<file path="src/rtl/fht_stage_ctrl.sv">
// Stage/address sequencer for the radix-2 double-butterfly FHT datapath.
// Optional iHOLD read stall is enabled by defining FHT_STAGE_CTRL_HOLD_EN.
module fht_stage_ctrl #(
  parameter int N_BIT    = 11,
  parameter int STG_BIT  = 4,
  parameter int PIPE_LAT = 4
) (
  input  logic                iCLK,
  input  logic                iRESET,
  input  logic                iSTART,
`ifdef FHT_STAGE_CTRL_HOLD_EN
  input  logic                iHOLD,
`endif
  output logic                oBUSY,
  output logic                oDONE,
  output logic                oRD_EN,
  output logic [N_BIT-3:0]    oRD_ADDR,
  output logic                oWE,
  output logic [N_BIT-3:0]    oWR_ADDR,
  output logic [N_BIT-3:0]    oW_ADDR,
  output logic [STG_BIT-1:0]  oSTAGE,
  output logic                oST_ZERO,
  output logic [N_BIT-3:0]    oSECTOR,
  output logic                oST_LAST,
  output logic                o2ND_PART_SUBSEC
);

  localparam int ADDR_BIT = N_BIT - 2;
  localparam int DC_BIT   = (PIPE_LAT > 1) ?
                            $clog2(PIPE_LAT) : 1;

  localparam logic [ADDR_BIT-1:0] CNT_MAX = '1;
  localparam logic [ADDR_BIT-1:0] ONE_A =
    ADDR_BIT'(1);
  localparam logic [STG_BIT-1:0] STG_LAST =
    STG_BIT'(N_BIT - 1);
  localparam logic [STG_BIT-1:0] STG_ABIT =
    STG_BIT'(ADDR_BIT);
  localparam logic [STG_BIT-1:0] ONE_S =
    STG_BIT'(1);
  localparam logic [DC_BIT-1:0] DRN_MAX =
    DC_BIT'(PIPE_LAT - 1);

  typedef enum logic [1:0] {
    IDLE,
    READ,
    DRAIN,
    DONE
  } state_t;

  typedef struct packed {
    logic                en;
    logic [ADDR_BIT-1:0] addr;
    logic                last;
    logic                half;
  } wr_t;

  state_t              state_q, state_d;
  logic [ADDR_BIT-1:0] rd_cnt_q, rd_cnt_d;
  logic [STG_BIT-1:0]  stage_q, stage_d;
  logic [DC_BIT-1:0]   drn_q, drn_d;

  logic                hold;
  logic                rd_phase;
  logic                rd_c;
  logic                last_c;
  logic                half_c;
  logic [ADDR_BIT-1:0] mask_c;
  logic [ADDR_BIT-1:0] sector_c;
  logic [ADDR_BIT-1:0] waddr_c;
  logic [ADDR_BIT-1:0] half_sh;

  logic                rd_last_q;
  logic                rd_half_q;
  wr_t                 dl_q [PIPE_LAT];

`ifdef FHT_STAGE_CTRL_HOLD_EN
  assign hold = iHOLD;
`else
  assign hold = 1'b0;
`endif

  always_ff @(posedge iCLK or negedge iRESET) begin
    if (!iRESET) begin
      state_q  <= IDLE;
      rd_cnt_q <= '0;
      stage_q  <= '0;
      drn_q    <= '0;
    end else begin
      state_q  <= state_d;
      rd_cnt_q <= rd_cnt_d;
      stage_q  <= stage_d;
      drn_q    <= drn_d;
    end
  end

  // Outputs lag the state by one cycle, so the cycle
  // the host sees oDONE still counts as DONE.
  always_comb begin
    state_d  = state_q;
    rd_cnt_d = rd_cnt_q;
    stage_d  = stage_q;
    drn_d    = drn_q;
    unique case (state_q)
      IDLE: begin
        if (iSTART && !oDONE) begin
          state_d  = READ;
          stage_d  = '0;
          rd_cnt_d = '0;
        end
      end
      READ: begin
        if (!hold) begin
          rd_cnt_d = rd_cnt_q + ONE_A;
          if (rd_cnt_q == CNT_MAX) begin
            state_d = DRAIN;
            drn_d   = '0;
          end
        end
      end
      DRAIN: begin
        if (drn_q == DRN_MAX) begin
          drn_d = '0;
          if (stage_q < STG_LAST) begin
            stage_d = stage_q + ONE_S;
            state_d = READ;
          end else begin
            state_d = DONE;
          end
        end else begin
          drn_d = drn_q + DC_BIT'(1);
        end
      end
      DONE: begin
        state_d = IDLE;
        stage_d = '0;
      end
      default: state_d = IDLE;
    endcase
  end

  always_comb begin
    rd_phase = (state_q == READ);
    rd_c     = rd_phase && !hold;
    last_c   = rd_c && (stage_q == STG_LAST);
    mask_c   = (stage_q >= STG_ABIT) ? '1 :
               ((ONE_A << stage_q) - ONE_A);
    sector_c = rd_phase ? (rd_cnt_q & mask_c) : '0;
    unique case (1'b1)
      (stage_q == '0):
        waddr_c = '0;
      (stage_q >= STG_ABIT):
        waddr_c = sector_c;
      default:
        waddr_c = sector_c << (STG_ABIT - stage_q);
    endcase
    half_sh = rd_cnt_q >> (stage_q - ONE_S);
    half_c  = rd_c && (stage_q != '0) &&
              (stage_q <= STG_ABIT) && half_sh[0];
  end

  always_ff @(posedge iCLK or negedge iRESET) begin
    if (!iRESET) begin
      oBUSY     <= 1'b0;
      oDONE     <= 1'b0;
      oRD_EN    <= 1'b0;
      oRD_ADDR  <= '0;
      oW_ADDR   <= '0;
      oSTAGE    <= '0;
      oST_ZERO  <= 1'b0;
      oSECTOR   <= '0;
      rd_last_q <= 1'b0;
      rd_half_q <= 1'b0;
    end else begin
      oBUSY     <= (state_q != IDLE);
      oDONE     <= (state_q == DONE);
      oRD_EN    <= rd_c;
      oRD_ADDR  <= rd_phase ? rd_cnt_q : '0;
      oW_ADDR   <= waddr_c;
      oSTAGE    <= stage_q;
      oST_ZERO  <= rd_phase && (stage_q == '0);
      oSECTOR   <= sector_c;
      rd_last_q <= last_c;
      rd_half_q <= half_c;
    end
  end

  // Write side replays the read issue PIPE_LAT cycles later.
  always_ff @(posedge iCLK or negedge iRESET) begin
    if (!iRESET) begin
      for (int i = 0; i < PIPE_LAT; i++) begin
        dl_q[i] <= '0;
      end
    end else begin
      dl_q[0] <= '{en:   oRD_EN,
                   addr: oRD_ADDR,
                   last: rd_last_q,
                   half: rd_half_q};
      for (int i = 1; i < PIPE_LAT; i++) begin
        dl_q[i] <= dl_q[i-1];
      end
    end
  end

  assign oWE              = dl_q[PIPE_LAT-1].en;
  assign oWR_ADDR         = dl_q[PIPE_LAT-1].addr;
  assign oST_LAST         = dl_q[PIPE_LAT-1].last;
  assign o2ND_PART_SUBSEC = dl_q[PIPE_LAT-1].half;

endmodule

</file>
<file path="config.mk">
export PLATFORM = sky130hd
export DESIGN_NAME = fht_stage_ctrl
export DESIGN_NICKNAME = d
export VERILOG_FILES = /design/src/rtl/fht_stage_ctrl.sv
export SDC_FILE = /design/constraint.sdc
export NUM_CORES = 1
export LEC_CHECK = 0
export ABC_CLOCK_PERIOD_IN_PS = 3950
export BUFFER_PORTS_ARGS = -buffer_cell sky130_fd_sc_hd__buf_4
export CORE_ASPECT_RATIO = 1.5
export CORE_MARGIN = 2
export CORE_UTILIZATION = 35
export CTS_CLUSTER_SIZE = 25
export DETAILED_ROUTE_END_ITERATION = 10
export GPL_TIMING_DRIVEN = 0
export PLACE_DENSITY_LB_ADDON = 0.15
export SLEW_MARGIN = 20
export SYNTH_ARGS = -nofsm -noshare
export SYNTH_HDL_FRONTEND = slang
export SYNTH_SLANG_ARGS = --single-unit
</file>
<file path="constraint.sdc">
create_clock -name iCLK -period 3.95 [get_ports iCLK]
set_input_delay 0.395 -clock iCLK [delete_from_list [all_inputs] [get_ports iCLK]]
set_output_delay 0.395 -clock iCLK [all_outputs]
set_load 0.05 [all_outputs]
</file>
==> results of run 1 <==
-- cells in the mapped netlist (all sizes together) (3+ instances only) --
cell type	instances	area, sq um
buf	18	136.4
o21ai	14	70.07
nor2	25	96.35
o311ai	7	61.31
a21oi	10	53.80
mux2i	4	43.79
a211o	3	35.04
a211oi	7	52.55
nor3	14	70.07
nand2	24	90.09
o211a	3	30.03
mux2	4	45.04
inv	23	86.33
nor3b	3	27.52
nand2b	5	31.28
xor2	3	26.28
ha	19	237.7
dfrtp	102	2552
clkbuf	9	33.78
xnor2	7	61.31
mux4	3	67.56
nand3	10	50.05
nor2b	3	18.77
o211ai	5	37.54
o2111ai	3	26.28
o32ai	3	26.28
a31oi	4	25.02
a221oi	3	26.28
-- repair_timing --
action | in CTS | in global routing
hold buffers | 0 | 0
gates resized for setup | 4 | 3
pin swaps | 1 | 0
buffers inserted | 2 | 0
setup endpoints to repair | 7 | 5
-- final timing paths --
| path | startpoint | end | depth (start not counted) | slack, ps |
|---|---|---|---|---|
| min in group iCLK | dl_q[16] | oWR_ADDR[2] | 0 | 350 |
| worst max register to register | stage_q[1] | oW_ADDR[5] | 12 | 130 |
| max in group asynchronous | iRESET | stage_q[0] | 1 | 3190 |
| worst min-delay path | iRESET | dl_q[17] | 1 | 150 |
| worst max-delay path | stage_q[1] | oW_ADDR[5] | 12 | 130 |
| worst min register to register | dl_q[16] | oWR_ADDR[2] | 0 | 350 |
-- registers in the layout (all words and copies together), names as in the netlist, 2 cells and up --
| signal | count |
|---|---|
| dl_q | 36 |
| oRD_ADDR | 9 |
| oSECTOR | 9 |
| oWR_ADDR | 9 |
| oW_ADDR | 9 |
| rd_cnt_q | 9 |
| oSTAGE | 4 |
| stage_q | 4 |
| drn_q | 2 |
| state_q | 2 |
-- cell families (layout without fill, tap and decap cells) --
kind of cell / after synthesis / count (layout)
adder cells (fa/ha/maj): 19 / 19
AND/OR/NAND/NOR: 101 / 101
buffers and inverters: 51 / 116
AO/OA/AOI/OAI: 80 / 80
XOR/XNOR: 10 / 10
multiplexers: 11 / 11
flip-flops: 102 / 102
-- power breakdown --
part,total [mW],switching (mW),internal [mW],leakage [nW]
Sequential,1.30,0.112,1.19,1.40
Combinational,1.49,0.990,0.498,1.08
Clock,0.831,0.395,0.436,0.136
Total,3.62,1.50,2.12,2.61
-- critical path: stages, from the launching register on --
cell	delay (ps)
dfrtp_2	510
buf_2	270
clkinv_2	210
ha_1	260
buf_2	180
nor3b_2	190
inv_1	200
ha_2	300
or2b_1	260
mux2i_2	410
a21oi_2	130
mux4_2	470
a211o_1	280
-- layer usage --
layer / share of wire [%] / wire length, um
met2: 51 / 5453
met3: 2.6 / 278
met5: 0 / 0
met1: 41 / 4375
met4: 4.6 / 489
-- cell type report --
type | instances | share of cell area (%)
multi-input combinational | 221 | 30.53
clock inverter | 6 | 1.063
inverter | 24 | 1.795
sequential | 102 | 48.22
timing repair buffer | 51 | 7.296
clock buffer | 9 | 4.250
tap | 156 | 3.684
buffer | 26 | 3.164
-- cells in the final DEF, fill, tap and decap left out, drive strengths merged, types with 5 or more instances in the layout --
master    n
a21oi    10
buf      70
o311ai    7
nand2b    5
xnor2     7
ha       19
a211oi    7
nand2    24
o21ai    14
inv      24
nor3     14
nor2     25
clkbuf   16
dfrtp   102
o211ai    5
nand3    10
==> impl_metrics.ini, run 1 <==
[run_status]
status = finished clean

[place]
portBuffers = 49
dp_cells = 579
place_ws_ps = -704.5
place_congestion = 0.8979
placed_cell_area_sq_mm = 0.004995
dp_hpwl_mm = 7.697

[sta]
worstMarginPinSlew_ps = 885.4
setup_viol = 0
rsz0062_at_grt = false
min_period_ps = 3819
clock_skew_ps = 10.21
slew_headroom_pct = 40.97
holdWs_ps = 151.1
timing.final.crit_share_pct = 96.70
max_freq_mhz = 261.8
timing.setup.tns_ps = 0
hold_viol = 0
worst_slack_ps = 130.5
slew_viol_final = 0

[critical_path]
crit_fanout = 11
worst_setup_path_end_kind = flop
arrival_ps = 4040
worstSetupPathType = flop to flop
required_ps = 4170
startpoint_type = flop

[final_layout]
fin_area_sq_mm = 0.005299
multi_input_comb_area_sq_mm = 0.001618
final_cells = 595
finalNetCount = 457
drive_gt1_share_pct = 24.15
syn2layout_area_growth_pct = 19.67
fillCellCount = 1231
antenna_cells = 0
seqCellArea_sq_mm = 0.002555
final_util_pct = 42.56

[grt]
grt_pass1_vias = 3180
met3_usage_pct = 3.027
grt_pass1_wl_mm = 17.08
antenna_found_initial = 0
grt_use_met1_pct = 19.50
grt_max_degree = 103
busiest_layer = met2
grtUsageTotal_pct = 16.59
global_route.usage.met2_pct = 28.23
grt_overflow = 0

[logic_synthesis]
synthSimpleGateAreaFrac_pct = 11.64
synth_ff_type = dfrtp_1
ys_ff_latch = 102
avgSynthCellArea_sq_um = 11.84
synth_compound_area_share_pct = 13.96
yosys_warnings = 0
synth_edf_count = 0
yosysUniqueCellTypes = 64
yosysSeqAreaShare_pct = 57.64
synth_top_family_by_area = compound AO/OA/AOI/OAI gates
synth_fp_nets = 396
yosys-mux-area-fraction_pct = 3.532
ys_async_sr_fraction_pct = 100.0
synth_area_sq_mm = 0.004428
synth_fa_ha_area_share_pct = 5.369
synth_xor_area_share_pct = 1.978
synthesis.instances = 374

[cts]
clk_pin_slew_worst_paths_ps = 70
cts.sinks = 102
cts_tree = done
insertion_delay_ps = 340
ctsRootBufferMaster = clkbuf_16
htreeDepth = 3
numCtsBuffers = 9
cts.path.max_buffers = 2

[routing]
viasPerCell = 5.168
drtAntennaViolNets = 0
firstDrtPassIters = 4
routed_wl_mm = 10.60
drcViolationCount = 0
first_iter_violations = 202
vias = 3075
avgRoutedWirePerCell_um = 17.81

[floorplan]
ios = 50
fp.dieArea_sq_mm = 0.01359
rows = 50
die_h_um = 141.8
design.core.area_sq_mm = 0.01245
die_x_um = 95.84
start_util_pct = 35.57

[power_and_ir_drop]
ir_worst_vdd_v = 0.0002500
power_mw = 3.619
leakage_nw = 2.609
power.density_mw_per_mm2 = 683.0

[run]
drv_cap = 0

[worst_hold_path]
hold_class = input pin to asynchronous set/reset pin
No activity file was read; power rests on OpenSTA's default activity.
==> inputs of run 2 (changes only) <==
Settings changed: CELL_PAD_IN_SITES_DETAIL_PLACEMENT set to 1, CELL_PAD_IN_SITES_GLOBAL_PLACEMENT set to 1.
==> run 2 against run 1 <==
Effect of this change: via count grew 3.4%; die area did not move; clock skew rose by 0.86 ps; sequential power is essentially flat.
==> impl_metrics.ini, run 2 (synthesis gave the netlist of run 1 again) <==
[final_layout]
drive_gt1_share_pct = 24.15
regMostFlops = dl_q
final_common_cell = dfrtp_1
finalNetCount = 457
antenna_cells = 0
syn2layout_area_growth_pct = 19.64
largest_reg_flops = 36
final_util_pct = 42.55
final_cell_mix = dfrtp_1, buf_4, nand2_1, nor2_1, inv_1
fillCellCount = 1368

[critical_path]
crit_fanout = 10
worst_setup_path_end_kind = flop
reg2reg_slack_ps = 280
worstSetupPathType = flop to flop
r2r_end = oW_ADDR[7]
startpoint_type = flop
timing.rr.start = stage_q[0]
arrival_ps = 3870
required_ps = 4150
r2r_cells = 13

[floorplan]
fp.dieArea_sq_mm = 0.01359
die_x_um = 95.84
die_h_um = 141.8
ios = 50
design.core.area_sq_mm = 0.01245
rows = 50
start_util_pct = 35.57

[place]
place_ws_ps = -522.8
portBuffers = 49
dp_hpwl_mm = 8.091
place_congestion = 0.8842

[cts]
insertion_delay_ps = 340
ctsRootBufferMaster = clkbuf_16
numCtsBuffers = 9
cts_tree = done
clk_pin_slew_worst_paths_ps = 70
cts.path.max_buffers = 2
cts.sinks = 102
htreeDepth = 3

[grt]
grt_pass1_wl_mm = 18.17
grt_max_degree = 103
antenna_found_initial = 0
grtUsageTotal_pct = 17.76
grt_pass1_vias = 3372
grt_overflow = 0

[routing]
first_iter_violations = 150
drcViolationCount = 0
vias = 3180
avgRoutedWirePerCell_um = 18.85
firstDrtPassIters = 4
routed_wl_mm = 11.21
drtAntennaViolNets = 0
viasPerCell = 5.345

[sta]
max_freq_mhz = 272.2
slew_headroom_pct = 40.73
holdWs_ps = 143.0
worstMarginPinSlew_ps = 889.1
slew_viol_final = 0
setup_viol = 0
rsz0062_at_grt = false
min_period_ps = 3674
worst_slack_ps = 276.4
clock_skew_ps = 11.06
timing.final.crit_share_pct = 93.00
hold_viol = 0

[power_and_ir_drop]
leakage_nw = 2.609
pwr-share-clk_pct = 23.0
combPwrFrac_pct = 41.1
sw_frac_of_total_pct = 41.52
p_int_mw = 2.123
power.density_mw_per_mm2 = 685.4
pwr-share-seq_pct = 35.8
ir_worst_vdd_v = 0.0003035
p_switching_mw = 1.508

[run]
drv_cap = 0

[worst_hold_path]
hold_class = input pin to asynchronous set/reset pin

[run_status]
status = finished clean
run 2: stage by stage:
stage                     area [sq um]  instances  setup TNS (ps)  power (mW)
after detailed placement          4995        579           -1708       2.787
after global routing              5298        595               0       3.870
final                             5298        595               0       3.631
after floorplan                   4428        374               0       2.319
after CTS                         5291        595               0       3.661
after global placement            4991        579           -1672       2.748
run 2: layer usage:
metal  global-route usage [%]  share of wire [%]
met3                    3.346                3.1
met1                    21.33                 40
met5                        0                  0
met2                    30.14                 53
met4                    8.421                4.0
run 2: area by class of cell:
| cell class | instances | area, sq um | area share (%) |
|---|---|---|---|
| Buffer | 26 | 167.7 | 3.165 |
| Clock buffer | 9 | 225.2 | 4.251 |
| Clock inverter | 6 | 53.80 | 1.016 |
| Inverter | 24 | 96.34 | 1.819 |
| Multi-Input combinational cell | 221 | 1618 | 30.54 |
| Sequential cell | 102 | 2555 | 48.23 |
| Tap cell | 156 | 195.2 | 3.684 |
| Timing Repair Buffer | 51 | 386.6 | 7.298 |
run 2: worst max-delay path by stage:
stage	start	cells after the start	endpoint	slack, ps
3_3_place_gp	stage_q[0]	13	oW_ADDR[7]	-530
2_1_floorplan	stage_q[0]	13	oW_ADDR[5]	590
5_1_grt	stage_q[0]	13	oW_ADDR[7]	80
6_report	stage_q[0]	13	oW_ADDR[7]	280
3_5_place_dp	stage_q[1]	12	oW_ADDR[7]	-520
4_1_cts	stage_q[1]	13	oW_ADDR[7]	30
run 2: power by group through the flow:
stage / Clock [mW] / Sequential [mW] / Combinational [mW]
detailed placement: 0 / 1.32 / 1.47
global route: 0.915 / 1.32 / 1.63
finish: 0.837 / 1.30 / 1.49
floorplan: 0 / 1.44 / 0.876
global placement: 0 / 1.31 / 1.44
CTS: 0.868 / 1.30 / 1.49
run 2: what timing repair did:
| action | 4_1_cts | 5_1_grt |
|---|---|---|
| gates resized for setup | 3 | 5 |
| hold buffers | 0 | 0 |
| setup endpoints to repair | 7 | 5 |
| pin swaps | 1 | 0 |
| setup buffers | 2 | 0 |
run 2: critical path, cell delays in order (launching register included):
cell and delay [ps]:
dfrtp_2 490, buf_2 310, clkinvlp_4 170, ha_1 230
buf_2 180, nor3b_2 190, inv_1 180, ha_2 290
or4b_1 450, a222oi_1 320, buf_4 190, nor3_1 60
o311ai_1 320, o211ai_1 140
